==> src/rtl/mpu_wb_ram_pkg.sv <==
// Shared definitions for the MPU Wishbone-to-banked-RAM bridge:
// FSM state encoding, Wishbone cycle-type codes and a log2 helper.
package mpu_wb_ram_pkg;

  typedef enum logic [1:0] {
    IDLE  = 2'd0,
    ACKR  = 2'd1,
    ACKW  = 2'd2,
    BURST = 2'd3
  } state_t;

  localparam logic [2:0] CTI_CLASSIC = 3'b000;
  localparam logic [2:0] CTI_INCR    = 3'b010;
  localparam logic [2:0] CTI_END     = 3'b111;

  // Ceiling log2, usable in constant expressions
  function automatic int clog2(input int value);
    int result;
    int rest;
    result = 0;
    rest   = value - 1;
    while (rest > 0) begin
      result = result + 1;
      rest   = rest >> 1;
    end
    return result;
  endfunction

endpackage

==> src/rtl/mpu_bank_row_calc.sv <==
// Word index -> row address for every interleaved bank.
// With MPU_WB_RAM_WINDOW_EN defined, bank b is pointed at the first word
// >= w that lives in bank b, so the banks together hold words w..w+BANKS-1.
// Without it, every bank simply gets row w / BANKS.
module mpu_bank_row_calc
  import mpu_wb_ram_pkg::*;
#(
  parameter int BANKS      = 2,
  parameter int BANK_ADR_W = 12,
  parameter int WORD_W     = 13
) (
  input  logic [WORD_W-1:0]           word,
  output logic [BANKS*BANK_ADR_W-1:0] rows
);

  localparam int BANK_W = clog2(BANKS);

  generate
    for (genvar gi = 0; gi < BANKS; gi++) begin : g_bank
`ifdef MPU_WB_RAM_WINDOW_EN
      // Banks below the start bank must read the next row; the add wraps at the top row
      assign rows[gi*BANK_ADR_W +: BANK_ADR_W] =
        word[WORD_W-1:BANK_W] + BANK_ADR_W'(BANK_W'(gi) < word[BANK_W-1:0]);
`else
      // Plain interleave: every bank looks at the same row
      assign rows[gi*BANK_ADR_W +: BANK_ADR_W] = word[WORD_W-1:BANK_W];
`endif
    end
  endgenerate

`ifndef MPU_WB_RAM_WINDOW_EN
  logic unused_bank_bits;
  assign unused_bank_bits = ^word[BANK_W-1:0];
`endif

endmodule

==> src/rtl/mpu_wb_ram_bridge.sv <==
// Registered Wishbone slave onto BANKS word-interleaved byte-lane RAMs.
// Classic accesses take two cycles; incrementing read bursts stream one word
// per cycle from an internal counter. Define MPU_WB_RAM_WINDOW_EN to add the
// wide fetch window ports (win_dat_o / win_valid_o).
module mpu_wb_ram_bridge
  import mpu_wb_ram_pkg::*;
#(
  parameter int DATA_W     = 32,
  parameter int BANKS      = 2,
  parameter int BANK_ADR_W = 12,
  parameter int WB_ADR_W   = 15
) (
  input  logic                         sys_clk,
  input  logic                         sys_rst,
  input  logic [WB_ADR_W-1:0]          wb_adr_i,
  input  logic [DATA_W-1:0]            wb_dat_i,
  output logic [DATA_W-1:0]            wb_dat_o,
  input  logic [DATA_W/8-1:0]          wb_sel_i,
  input  logic                         wb_we_i,
  input  logic                         wb_cyc_i,
  input  logic                         wb_stb_i,
  input  logic [2:0]                   wb_cti_i,
  output logic                         wb_ack_o,
  output logic [BANKS*BANK_ADR_W-1:0]  ram_adr_o,
  output logic [BANKS*DATA_W-1:0]      ram_dat_o,
  input  logic [BANKS*DATA_W-1:0]      ram_dat_i,
  output logic [BANKS*DATA_W/8-1:0]    ram_we_o
`ifdef MPU_WB_RAM_WINDOW_EN
  ,
  output logic [BANKS*DATA_W-1:0]      win_dat_o,
  output logic                         win_valid_o
`endif
);

  localparam int SEL_W  = DATA_W / 8;
  localparam int BANK_W = clog2(BANKS);
  localparam int WORD_W = WB_ADR_W - 2;

  state_t             state_reg;
  logic               ack_reg;
  logic [WORD_W-1:0]  cnt_reg;
  logic [BANK_W-1:0]  bank_reg;

  logic               req;
  logic               wr_fire;
  logic [WORD_W-1:0]  word_cur;
  logic [WORD_W-1:0]  row_word;
  logic               unused_adr_lsb;

  assign req            = wb_cyc_i & wb_stb_i;
  assign word_cur       = wb_adr_i[WB_ADR_W-1:2];
  assign unused_adr_lsb = ^wb_adr_i[1:0];

  // A burst keeps the RAMs busy from the counter; otherwise follow the bus address
  assign row_word = (state_reg == BURST) ? cnt_reg : word_cur;

  mpu_bank_row_calc #(
    .BANKS      (BANKS),
    .BANK_ADR_W (BANK_ADR_W),
    .WORD_W     (WORD_W)
  ) u_row_calc (
    .word (row_word),
    .rows (ram_adr_o)
  );

  // Writes go out only in the accepting IDLE cycle and never while in reset
  assign wr_fire = !sys_rst && (state_reg == IDLE) && req && !ack_reg && wb_we_i;

  generate
    for (genvar gi = 0; gi < BANKS; gi++) begin : g_bank
      assign ram_dat_o[gi*DATA_W +: DATA_W] = wb_dat_i;
      assign ram_we_o[gi*SEL_W +: SEL_W] =
        (wr_fire && (word_cur[BANK_W-1:0] == BANK_W'(gi))) ? wb_sel_i : '0;
    end
  endgenerate

  // A write strobe arriving mid-burst is not acked here; it is taken from IDLE
  assign wb_ack_o = ack_reg && req && !((state_reg == BURST) && wb_we_i);
  assign wb_dat_o = ram_dat_i[bank_reg*DATA_W +: DATA_W];

`ifdef MPU_WB_RAM_WINDOW_EN
  // Rotate bank outputs so slice k carries word w+k
  generate
    for (genvar gi = 0; gi < BANKS; gi++) begin : g_win
      logic [BANK_W-1:0] src_idx;
      assign src_idx = bank_reg + BANK_W'(gi);
      assign win_dat_o[gi*DATA_W +: DATA_W] = ram_dat_i[src_idx*DATA_W +: DATA_W];
    end
  endgenerate
  assign win_valid_o = wb_ack_o && (state_reg != ACKW);
`endif

  // Access sequencer: accept, registered ack, burst counter advance
  always_ff @(posedge sys_clk) begin
    if (sys_rst) begin
      state_reg <= IDLE;
      ack_reg   <= 1'b0;
      cnt_reg   <= '0;
      bank_reg  <= '0;
    end else begin
      case (state_reg)
        IDLE: begin
          if (req && !ack_reg) begin
            bank_reg <= word_cur[BANK_W-1:0];
            ack_reg  <= 1'b1;
            if (wb_we_i) begin
              state_reg <= ACKW;
            end else if (wb_cti_i == CTI_INCR) begin
              cnt_reg   <= word_cur + WORD_W'(1);
              state_reg <= BURST;
            end else begin
              state_reg <= ACKR;
            end
          end
        end
        ACKR, ACKW: begin
          ack_reg   <= 1'b0;
          state_reg <= IDLE;
        end
        BURST: begin
          if (!req || wb_we_i || (wb_cti_i == CTI_END)) begin
            ack_reg   <= 1'b0;
            state_reg <= IDLE;
          end else begin
            cnt_reg  <= cnt_reg + WORD_W'(1);
            bank_reg <= cnt_reg[BANK_W-1:0];
          end
        end
        default: begin
          ack_reg   <= 1'b0;
          state_reg <= IDLE;
        end
      endcase
    end
  end

endmodule

==> config.mk <==
export PLATFORM = sky130hd
export DESIGN_NAME = mpu_wb_ram_bridge
export DESIGN_NICKNAME = d
export VERILOG_FILES = /design/src/rtl/mpu_wb_ram_pkg.sv /design/src/rtl/mpu_bank_row_calc.sv /design/src/rtl/mpu_wb_ram_bridge.sv
export SDC_FILE = /design/constraint.sdc
export NUM_CORES = 1
export LEC_CHECK = 0
export CELL_PAD_IN_SITES_DETAIL_PLACEMENT = 0
export CELL_PAD_IN_SITES_GLOBAL_PLACEMENT = 1
export CORE_MARGIN = 2
export CORE_UTILIZATION = 18
export DETAILED_ROUTE_END_ITERATION = 7
export HOLD_SLACK_MARGIN = 0.15
export MAX_ROUTING_LAYER = met4
export PLACE_DENSITY = 0.83
export SLEW_MARGIN = 40
export SYNTH_ARGS = -nofsm -noshare
export SYNTH_HDL_FRONTEND = slang
export SYNTH_SLANG_ARGS = --single-unit
==> constraint.sdc <==
create_clock -name sys_clk -period 3.1 [get_ports sys_clk]
set_input_delay 0.62 -clock sys_clk [delete_from_list [all_inputs] [get_ports sys_clk]]
set_output_delay 0.62 -clock sys_clk [all_outputs]
set_load 0.02 [all_outputs]
==> results_dict.tcl, run 1 <==
set metrics [dict create \
    cp.required_ns 2.48 \
    whs_path_depth 2 \
    swShare_pct 29.7 \
    status "completed" \
    antenna_found_initial 0 \
    cts_max_level 1 \
    post_cts_buffers 0 \
    syn-instance-count 311 \
    wl_per_cell_um 15.3 \
    synth_flop_cell "dfxtp_1" \
    grt_use_met1_pct 15.1 \
    setup_viol 0 \
    async_flop_share_pct 0 \
    grt.met3_usage_pct 1.48 \
    worst_slew_margin_rel_pct 65.3 \
    viasPerCell 4.13 \
    cp_cell_sequence "and2_4, nand2_1, and2_1, inv_1, clkdlybuf4s50_1" \
    cts_sinks 17 \
    largest_reg_flops 13 \
    drive_gt1_share_pct 15.4 \
    p_leak_nw 1.41 \
    multi_input_area_um2 1320 \
    drc 0 \
    seqPwrFrac_pct 25.7 \
    postCtsHoldBufs 0 \
    clk_latency_ns 0.24 \
    dr.pass1.iters 4 \
    power_density_nw_per_um2 253 \
    rsz0062_at_grt "false" \
    maxCapViolCount 0 \
    min_path_type "flip-flop to flip-flop" \
    fin_crit_ns 2.93 \
    fin_crit_sh_pct 94.4 \
    clkSlewWorstSetupHoldPaths_ns 0.05 \
    synth_area_um2 2400 \
    coreArea_um2 13100 \
    overflow 0 \
    path_max_fanout 23 \
    p_int_uw 635 \
    regArea_um2 340 \
    die_w_um 119 \
    final_cell_mix "145 x clkdlybuf4s50_1, 55 x nand2_1, 33 x mux2_2" \
    die_y_um 119 \
    vias 2277 \
    routed_wl_um 8440 \
    cp-start-kind "flip-flop" \
    p_total_uw 902 \
    gp_congestion 0.797 \
    busiest_layer "met2" \
    hold_start "cnt_reg[12]$_SDFFE_PP0P_" \
    yosys_warnings 0 \
    hpwlAfterDp_um 6970 \
    io_pins 252 \
    synth_area_per_cell_um2 7.71 \
    worst_clock_skew_ns 0.000840 \
    end_kind "primary output" \
    ir_worst_vdd_mv 0.143 \
    max_stage_delay_ns 0.64 \
    tightestPinTransition_ns 0.519 \
    slowest_stage "dfxtp_1" \
    fillers 1415 \
    io_buffers 153 \
    dieArea_um2 14300 \
    drtAntennaViolNets 0 \
    grt_pass1_wl_um 12500 \
    num_rows 42 \
    synth-seq-cells 17 \
    drv_slew 0 \
    r2r-start "state_reg[0]$_SDFFE_PP0P_" \
    synth_nets 435 \
    crit_path_start "state_reg[0]$_SDFFE_PP0P_" \
    cp.arrival_ns 2.31 \
    ys_seq_area_share_pct 14.2 \
    antennaDiodeCount 0 \
    area_growth_pct 49.0 \
    r2r_cells 9 \
    synth-edff-count 0 \
    combPwrFrac_pct 45.5 \
    cts_made_buffers 3 \
    hold_viol 0 \
    design_area_um2 3570 \
    cts_tree "built" \
    finalNetCount 501 \
    grt_max_degree 34 \
    ys_types 44 \
    root_buffer "clkbuf_16" \
    dr.first_iter.drc_count 91 \
    critPathKind "flip-flop to primary output" \
    max_freq_ghz 0.342 \
    power.switching_uw 268 \
    placed_area_um2 3480 \
    clockBufferDepth 2 \
    final_common_cell "clkdlybuf4s50_1" \
    grt_use_met2_pct 18.3 \
    pwr-share-clk_pct 28.8 \
    grt_pass1_vias 2330 \
    grtUsageTotal_pct 11.4 \
    start_util_pct 18.2 \
]
[cells in the mapped netlist (3+ instances only)]
cell type	n	area share, %
a21oi_1	13	2.7
and2_1	11	2.9
and3_1	3	0.78
buf_4	89	28
buf_6	3	1.4
clkbuf_1	7	1.1
dfxtp_1	17	14
mux2_2	33	16
nand2_1	55	8.6
nand3_1	4	0.84
nand3b_1	4	1.3
nand4_1	9	2.3
nor2_1	9	1.4
nor3_1	4	0.84
o21ai_1	10	2.1
xnor2_1	3	1.1
[logic make-up (layout without fill, tap and decap cells)]
group | after synthesis | in the layout | synth area share (%)
buffers and inverters | 102 | 167 | 30.9
flip-flops | 17 | 17 | 14.2
adder cells (fa/ha/maj) | 1 | 1 | 0.522
AO/OA/AOI/OAI | 37 | 37 | 10.5
XOR/XNOR | 5 | 5 | 1.83
AND/OR/NAND/NOR | 116 | 116 | 26.5
multiplexers | 33 | 33 | 15.5
[power groups by stage]
| stage | sequential (mW) | combinational (mW) | clock [mW] |
|---|---|---|---|
| final | 0.232 | 0.411 | 0.260 |
| after detailed placement | 0.236 | 0.411 | 0 |
| after global placement | 0.236 | 0.406 | 0 |
| after CTS | 0.232 | 0.414 | 0.264 |
| after floorplan | 0.233 | 0.313 | 0 |
| after global routing | 0.232 | 0.434 | 0.277 |
[through the flow]
stage / utilization (%) / instances / TNS [ns] / hold WS [ns] / setup slack (ns)
after global routing: 27.2 / 552 / 0 / 0.486 / 0.0896
after floorplan: - / 311 / 0 / 0.432 / 0.873
after CTS: 27.1 / 552 / 0 / 0.462 / 0.00415
final: 27.2 / 552 / 0 / 0.459 / 0.174
after global placement: 26.5 / 548 / 0 / 0.441 / 0.0120
after detailed placement: 26.5 / 548 / -0.0359 / 0.454 / -0.0359
[worst paths after layout]
path                                            endpoint  slack (ns)
worst min register to register  cnt_reg[12]$_SDFFE_PP0P_        0.46
worst max-delay path                       ram_adr_o[21]        0.17
worst min-delay path            cnt_reg[12]$_SDFFE_PP0P_        0.46
worst max register to register  cnt_reg[10]$_SDFFE_PP0P_        0.37
[timing repair]
| action | 4_1_cts | 5_1_grt |
|---|---|---|
| pin swaps | 0 | 2 |
| setup endpoints to repair | 4 | 6 |
| cloned | 0 | 0 |
| resized for setup | 3 | 6 |
[layout make-up]
class / instances / share of cell area (%)
timing repair buffer: 162 / 45.1
multi-input combinational: 192 / 36.9
sequential: 17 / 9.53
tap: 176 / 6.17
clock buffer: 4 / 2.21
inverter: 1 / 0.105
[critical path: cells and delay by family (launching register included)]
family / cells / cell delay (ns)
AND/OR/NAND/NOR: 3 / 0.73
buffers and inverters: 2 / 0.68
flip-flops: 1 / 0.64
[routing by layer]
layer / routed length [µm] / up-vias
met5: 0 / -
met4: 63 / 0
met3: 478 / 5
met2: 4110 / 80
met1: 3790 / 1091
li1: - / 1101
(Power assumes the default switching activity.)
==> run 2: changes to the inputs <==
--- a/config.mk
+++ b/config.mk
@@ -5,6 +5,7 @@
 export SDC_FILE = /design/constraint.sdc
 export NUM_CORES = 1
 export LEC_CHECK = 0
+export CAP_MARGIN = 20
 export CELL_PAD_IN_SITES_DETAIL_PLACEMENT = 0
 export CELL_PAD_IN_SITES_GLOBAL_PLACEMENT = 1
 export CORE_MARGIN = 2
==> results of run 2 <==
No change in the layout: final DEF, timing and power equal those of run 1.
==> run 3: changes to the inputs <==
--- a/config.mk
+++ b/config.mk
@@ -14,6 +14,7 @@
 export HOLD_SLACK_MARGIN = 0.15
 export MAX_ROUTING_LAYER = met4
 export PLACE_DENSITY = 0.83
+export SETUP_SLACK_MARGIN = 0.1
 export SLEW_MARGIN = 40
 export SYNTH_ARGS = -nofsm -noshare
 export SYNTH_HDL_FRONTEND = slang
==> results_dict.tcl, run 3 (synthesis gave the netlist of run 1 again) <==
set metrics [dict create \
    drive_gt1_share_pct 15.7 \
    p_total_uw 901 \
    power_density_nw_per_um2 254 \
    overflow 0 \
    cp.arrival_ns 2.30 \
    hpwlAfterDp_um 6970 \
    wl_per_cell_um 15.3 \
    finalNetCount 501 \
    clockBufferDepth 2 \
    setup_tns_ns 0 \
    die_y_um 119 \
    setup_viol 0 \
    gp_congestion 0.797 \
    fillers 1416 \
    max_stage_delay_ns 0.64 \
    dr.first_iter.drc_count 84 \
    fin_crit_sh_pct 94.1 \
    largest_reg_flops 13 \
    worst-path-buf-inv 2 \
    status "completed" \
    grt_pass1_wl_um 12500 \
    cts_tree "built" \
    fin_ws_ns 0.183 \
    dp_cells 548 \
    io_pins 252 \
    routed_wl_um 8440 \
    fin_crit_ns 2.92 \
    p_leak_nw 1.32 \
    cts_sinks 17 \
    cp.required_ns 2.48 \
    clkSlewWorstSetupHoldPaths_ns 0.05 \
    rsz0062_at_grt "false" \
    antennaDiodeCount 0 \
    hold_ws_ns 0.459 \
    dieArea_um2 14300 \
    grt_pass1_vias 2330 \
    slowest_stage "dfxtp_1" \
    viasPerCell 4.16 \
    cts_max_level 1 \
    drtAntennaViolNets 0 \
    antenna_found_initial 0 \
    worst_clock_skew_ns 0.00133 \
    io_buffers 153 \
    grtUsageTotal_pct 11.4 \
    area_growth_pct 48.1 \
    tightestPinTransition_ns 0.523 \
    maxCapViolCount 0 \
    cpLargestDelayFamily "simple AND/OR/NAND/NOR gates" \
    dpl_worst_slack_ns -0.0359 \
    final_cell_mix "145 x clkdlybuf4s50_1, 55 x nand2_1, 33 x mux2_2" \
    start_util_pct 18.2 \
    ir_worst_vdd_mv 0.143 \
    grt_max_degree 34 \
    vias 2298 \
    post_cts_buffers 0 \
    num_rows 42 \
    dr.pass1.iters 4 \
    critPathKind "flip-flop to primary output" \
    die_w_um 119 \
    drv_slew 0 \
    worst_slew_margin_rel_pct 65.1 \
    cp_cell_sequence "and2_4, nand2_1, and2_1, inv_1, clkdlybuf4s50_1" \
    path_max_fanout 23 \
    cts_made_buffers 3 \
    coreArea_um2 13100 \
    postCtsHoldBufs 0 \
    min_path_type "flip-flop to flip-flop" \
    layout.cells.non_filler 552 \
    end_kind "primary output" \
    clk_latency_ns 0.25 \
    root_buffer "clkbuf_16" \
    cp-start-kind "flip-flop" \
    max_freq_ghz 0.343 \
    drc 0 \
    final_common_cell "clkdlybuf4s50_1" \
    hold_viol 0 \
]
[run 3: report_power, final]
part	total (mW)	switching [mW]	internal, mW
combinational	0.410	0.175	0.235
clock	0.259	0.0845	0.175
sequential	0.232	0.00761	0.224
[run 3: worst reg2reg max path, delay by kind of cell (launching register included)]
kind / cells / cell delay (ns)
fa+ha+maj: 1 / 0.33
mux: 1 / 0.35
flops: 1 / 0.64
compound gates: 2 / 0.13
simple gates: 5 / 1.15
[run 3: worst paths after layout]
path / startpoint / to / slack [ns] / cells after the start
max reg2reg: state_reg[1]$_SDFFE_PP0P_ / cnt_reg[10]$_SDFFE_PP0P_ / 0.37 / 9
min: cnt_reg[12]$_SDFFE_PP0P_ / cnt_reg[12]$_SDFFE_PP0P_ / 0.46 / 2
max: state_reg[1]$_SDFFE_PP0P_ / ram_adr_o[21] / 0.18 / 5
min reg2reg: cnt_reg[12]$_SDFFE_PP0P_ / cnt_reg[12]$_SDFFE_PP0P_ / 0.46 / 2
[run 3: routing by layer]
| metal | global-route usage (%) | up-vias | part of all wire [%] |
|---|---|---|---|
| li1 | - | 1100 | - |
| met1 | 15.1 | 1099 | 44 |
| met2 | 18.3 | 94 | 49 |
| met3 | 1.48 | 5 | 6.9 |
| met4 | 2.87 | 0 | 0.73 |
| met5 | - | - | 0 |
[run 3: stage by stage]
stage / util [%] / cell area, µm²
2_1_floorplan: - / 2400
3_3_place_gp: 26.5 / 3480
3_5_place_dp: 26.5 / 3480
4_1_cts: 27.0 / 3550
5_1_grt: 27.0 / 3550
6_report: 27.0 / 3550
[run 3: area by class of cell]
cell class	count	area [µm²]	area share (%)
clock buffer	4	78.8	2.22
inverter	1	3.75	0.106
multi-input combinational	192	1320	37.1
sequential	17	342	9.62
tap	176	220	6.20
timing repair buffer	162	1590	44.8
[run 3: timing repair]
| item | in CTS | in global routing |
|---|---|---|
| setup endpoints to repair | 8 | 2 |
| pin swaps | 0 | 0 |
| resized for setup | 9 | 1 |
